--- src/rtl/byte_striping.sv ---
// Byte striping: alternates consecutive input words onto two lanes, each held for
// two clk_2f cycles, with a link-activity FSM and a saturating accepted-word counter.
module byte_striping #(
   parameter int DATA_WIDTH = 32,
   parameter int IDLE_LIMIT = 4,
   parameter int CNT_WIDTH  = 16
) (
   input  logic                  clk_2f,
   input  logic                  reset,
   input  logic [DATA_WIDTH-1:0] data_in,
   input  logic                  valid_in,
   output logic [DATA_WIDTH-1:0] lane_0,
   output logic [DATA_WIDTH-1:0] lane_1,
   output logic                  valid_0,
   output logic                  valid_1,
   output logic                  active,
   output logic [CNT_WIDTH-1:0]  word_count
);

   typedef enum logic {IDLE, ACTIVE} state_t;

   localparam logic [3:0] IDLE_LAST = 4'(IDLE_LIMIT - 1);

   logic       sel_p0;
   state_t     state;
   logic [3:0] idle_cnt;

   function automatic logic [CNT_WIDTH-1:0] sat_inc(input logic [CNT_WIDTH-1:0] v);
      return (&v) ? v : v + CNT_WIDTH'(1);
   endfunction

   // Capture stage: free-running selector steers each edge's sample to one lane
   always_ff @(posedge clk_2f or negedge reset) begin
      if (!reset) begin
         sel_p0  <= 1'b0;
         lane_0  <= '0;
         lane_1  <= '0;
         valid_0 <= 1'b0;
         valid_1 <= 1'b0;
      end else begin
         sel_p0 <= ~sel_p0;
         if (!sel_p0) begin
            lane_0  <= valid_in ? data_in : '0;
            valid_0 <= valid_in;
         end else begin
            lane_1  <= valid_in ? data_in : '0;
            valid_1 <= valid_in;
         end
      end
   end

   always_ff @(posedge clk_2f or negedge reset) begin
      if (!reset) begin
         word_count <= '0;
      end else if (valid_in) begin
         word_count <= sat_inc(word_count);
      end
   end

   always_ff @(posedge clk_2f or negedge reset) begin
      if (!reset) begin
         state    <= IDLE;
         active   <= 1'b0;
         idle_cnt <= '0;
      end else begin
         case (state)
            IDLE: begin
               idle_cnt <= '0;
               if (valid_in) begin
                  state  <= ACTIVE;
                  active <= 1'b1;
               end
            end
            ACTIVE: begin
               if (valid_in) begin
                  idle_cnt <= '0;
               end else if (idle_cnt == IDLE_LAST) begin
                  state    <= IDLE;
                  active   <= 1'b0;
                  idle_cnt <= '0;
               end else begin
                  idle_cnt <= idle_cnt + 4'd1;
               end
            end
            default: begin
               state    <= IDLE;
               active   <= 1'b0;
               idle_cnt <= '0;
            end
         endcase
      end
   end

endmodule
--- config.mk ---
export PLATFORM = sky130hd
export DESIGN_NAME = byte_striping
export DESIGN_NICKNAME = d
export VERILOG_FILES = /design/src/rtl/byte_striping.sv
export SDC_FILE = /design/constraint.sdc
export NUM_CORES = 1
export LEC_CHECK = 0
export ABC_AREA = 1
export CORE_ASPECT_RATIO = 0.9
export CORE_MARGIN = 3
export CORE_UTILIZATION = 50
export DETAILED_ROUTE_END_ITERATION = 12
export PLACE_DENSITY_LB_ADDON = 0.1
export SLEW_MARGIN = 25
export SYNTH_ARGS = -nofsm -noshare
export SYNTH_HDL_FRONTEND = slang
export SYNTH_SLANG_ARGS = --single-unit
--- constraint.sdc ---
create_clock -name clk_2f -period 3.3 [get_ports clk_2f]
set_clock_uncertainty 0.15 [all_clocks]
set_input_delay 0.99 -clock clk_2f [delete_from_list [all_inputs] [get_ports clk_2f]]
set_output_delay 0.99 -clock clk_2f [all_outputs]
set_load 0.01 [all_outputs]
After elaboration in Yosys (flattened, before gate mapping)
Index checks and enable logic that the tools add are counted.

cells by class
  reduce and logical (&&, ||, !) cells = 3
  add/subtract/negate cells = 2
  equal/unequal tests = 4
  multiplexer cells = 12
  bitwise operators = 3

operators with widths
  operator               number
  $mux 32                1
  $add 16x1->16 const B  1
  $reduce_and 16->1      1
  $mux 4                 2
  $pmux 4 s2             1
  $mux 1                 6
  $add 4x1->4 const B    1
  $eq 4x2->1 const B     1
  $ne 2x2->1 const B     2
  $pmux 1 s2             2
  $not 1->1              3
  $reduce_and 3->1       1
  $ne 2x1->1 const B     1
  $reduce_and 2->1       1

storage, ports and cells
  bits of input ports = 35
  output and inout bits = 83
  word-level logic and storage cells = 33
  register bits = 89

Depth between registers and ports, before layout
  word-level depth = 4
  depth in mapped cells = 9

Worst setup path after synthesis
Ideal clock, no wire load.

  path type = input-to-reg
  from = input port valid_in
  to = register word_count[13]
  arrival time = 1.594 ns
  cell stages on the path = 6
  path slack = 1.439 ns
  data required time = 3.033 ns
  cells stage by stage = buf_2 -> nand2_1 -> nor2_2 -> nand3_1 -> nand2_1 -> nand2_1

between the ends
  longest elaborated chain between the ends = 1

ends and longest elaborated chain
  element                     line  RTL
  start, declared             11    input logic valid_in,
  $reduce_and 2->1 (no line)  -
  end signal, assigned        56    word_count <= sat_inc(word_count);
  end, declared               17    output logic [CNT_WIDTH-1:0] word_count

No other way between the ends.
A chain may end at the register's enable or synchronous reset.

Worst setup path in the final report
  from = register word_count[8]
  to = output port word_count[8]

No word-level cell between the ends.

==> results.txt <==
Final Hold Viols - 0
share of cells above drive strength 1 - 0.07721
RSZ-0062 raised after global routing - no
Finished Cell Area - 5205 um2
setup TNS - 0 ps
Core Region - 7184 um2
post-cts resize count - 0
GRT Residual Overflow - 0
worst r2r path cells - 8
synthesized cell area - 3761 um2
Final GP Congestion - 0.8536
CP peak stage delay - 590 ps
vias in the first global route - 3218
starting density of the core - 0.5235
largest net degree at the start of global routing - 68
Filler cells - 553
Buffers on Ports - 117
Setup Fix Bufs, Post-CTS - 0
VDD IR max - 388.2 uV
flops & latches, synth - 89
Min-Delay Path Class - reg2reg
nets - 565
Syn Nets - 451
DRT Pass-1 Iters - 4
Skew-Pair Late Insertion Delay - 350 ps
Worst Setup Start Kind - flop
drt first-iter violations - 190
via/cell ratio - 5.178
Crit. path cell count - 1
first-pass GRT wire length - 15850 um
cell family with most CP delay - buffers and inverters
CP Cell Sequence - clkdlybuf4s50_1
CP endpoint kind - output port
pwr/cell area - 472.6 nW/um2
Worst EP required - 2160 ps
Hold Path Stages - 1
chip width - 97.42 um
period utilisation layout - 0.7721
Die ar. - 8600 um2
leakage power - 0.002317 uW
Tot GR Track Use - 0.2311
most frequent cells in the layout - nand2_1, clkdlybuf4s50_1, dfrtp_1
worst rel slew slack - 0.3617
Worst Path Buf+Inv - 1
initial antenna violation count - 0
RR Endpoint - word_count[9]$_DFFE_PN0P_
yosys warns - 0
total CTS buffers - 9
area grow syn2layout - 38.39%
cts hold-fix bufs - 0
CTS clk-pin slew, worst paths - 80 ps
clock buffer depth - 2
Placed Area - 5007 um2
status - finished, final reports clean
reg-to-reg slack, setup - 1540 ps
DRC Markers - 0
critical path arrival - 1410 ps
CTS tree - done
row cnt - 29
DRT Wirelength - 9309 um
Seq/Total Area, Yosys - 0.5921
Slew Limit Fails - 0
final HPWL from detailed placement - 6458 um
post-DR wirelength/cell - 14.92 um
kind of critical path - reg2out
Clock Sinks - 89
Synth cell types - 27
ANT nets after route - 0
min Tclk post-route - 2548 ps
multi-input logic area - 1376 um2
ant diodes - 0
htree depth - 3
synthesized area per cell - 9.085 um2
Max Clock Freq - 392.5 MHz
most common cell after layout, fill and taps aside - nand2_1
root buffer cell - clkbuf_8
Vert. Die Dim - 88.28 um
# Max-Cap Violations - 0
Slowest-stage cell, CP - clkdlybuf4s50_1
post-synthesis instance total - 414
Crit Path Max Fanout - 5
worst r2r src - word_count[0]$_DFFE_PN0P_
crit path to - word_count[8]
worst setup path start - word_count[8]$_DFFE_PN0P_
# IOs - 118
worst slew pin tran - 956.1 ps
via count - 3231
count of final setup violators - 0
Reg area - 2228 um2
## cell type report
cell class              count  area share
repair buffers            121      0.2317
multi-input cells         287      0.2644
well taps                  93     0.02236
clock buffers              10     0.02452
inverters                  20     0.01538
clock inverters             4     0.01346
flip-flops and latches     89      0.4281
## sequential cells by signal, indices dropped and copies added, names as in the netlist
name / count
state: 1
word_count: 16
valid_1: 1
valid_0: 1
sel_p0: 1
idle_cnt: 4
lane_1: 32
active: 1
lane_0: 32
## worst reg2reg max path: stages, from the launching register on
cell and delay (ps):
dfrtp_1 460, ha_1 240, inv_1 90, nor2_4 210, nand2_4 120, nor2_4 140
nor2_2 90, nand2_1 90, o21ai_1 60
## through the flow
step,worst slack [ps],util,instances,power (uW),hold slack (ps)
finish,752.2,0.7245,624,2460,310.1
global route,693.6,0.7245,624,2586,337.6
CTS,744.0,0.7245,624,2482,314.7
detailed placement,974.0,0.6970,610,1712,305.2
global placement,998.4,0.6970,610,1697,297.6
floorplan,1439,-,414,1439,282.2
## synth_stat cells
library cell / n / area [um2]
nor2_4: 4 / 45.04
and2_1: 1 / 6.260
nand3_1: 10 / 50.05
o21ai_1: 3 / 15.01
inv_2: 1 / 3.750
clkinv_4: 1 / 8.760
dfrtp_1: 89 / 2227
nor2b_1: 1 / 6.260
nor2_2: 4 / 25.02
o21ai_0: 67 / 335.3
xnor2_1: 4 / 35.03
nand3b_1: 2 / 15.01
nand2_8: 2 / 40.04
nand2_2: 4 / 25.02
nand4_1: 7 / 43.79
xor2_1: 2 / 17.52
clkbuf_1: 10 / 37.54
buf_2: 8 / 40.04
nor3_1: 1 / 5.000
nand2_4: 2 / 22.52
ha_1: 2 / 25.02
inv_1: 18 / 67.56
nor2_8: 1 / 20.02
o21ai_2: 1 / 8.760
nor2_1: 15 / 56.30
nand2_1: 153 / 574.3
a21oi_1: 1 / 5.000
## per-layer routing
| layer | part of all wire | vias to the layer above | global-route usage |
|---|---|---|---|
| li1 | - | 1553 | - |
| met1 | 0.44 | 1562 | 0.2994 |
| met2 | 0.48 | 105 | 0.3846 |
| met3 | 0.066 | 11 | 0.07092 |
| met4 | 0.017 | 0 | 0.06541 |
| met5 | 0 | - | 0 |
## worst min-delay path by stage
| stage | startpoint | endpoint | slack, ps |
|---|---|---|---|
| finish | idle_cnt[0]$_DFF_PN0_ | idle_cnt[0]$_DFF_PN0_ | 310 |
| floorplan | idle_cnt[0]$_DFF_PN0_ | idle_cnt[0]$_DFF_PN0_ | 280 |
| global route | idle_cnt[0]$_DFF_PN0_ | idle_cnt[0]$_DFF_PN0_ | 340 |
| detailed placement | idle_cnt[0]$_DFF_PN0_ | idle_cnt[0]$_DFF_PN0_ | 310 |
| CTS | idle_cnt[0]$_DFF_PN0_ | idle_cnt[0]$_DFF_PN0_ | 310 |
| global placement | idle_cnt[0]$_DFF_PN0_ | idle_cnt[0]$_DFF_PN0_ | 300 |
## kinds of logic (layout without fill, tap and decap cells)
logic type | Yosys count | in the layout | synth area share
simple gates | 207 | 207 | 0.2485
flops | 89 | 89 | 0.5922
compound gates | 72 | 72 | 0.09680
buf+inv | 38 | 155 | 0.04192
xor+xnor | 6 | 6 | 0.01397
fa+ha+maj | 2 | 2 | 0.006652
## where the power goes
part           internal (uW)  leakage [uW]  total (uW)  switching, uW
combinational            230       0.00108         432            202
clock                    416      0.000102         772            356
sequential              1170       0.00114        1260           81.1
total                   1820       0.00232        2460            639
(Power assumes the default switching activity.)
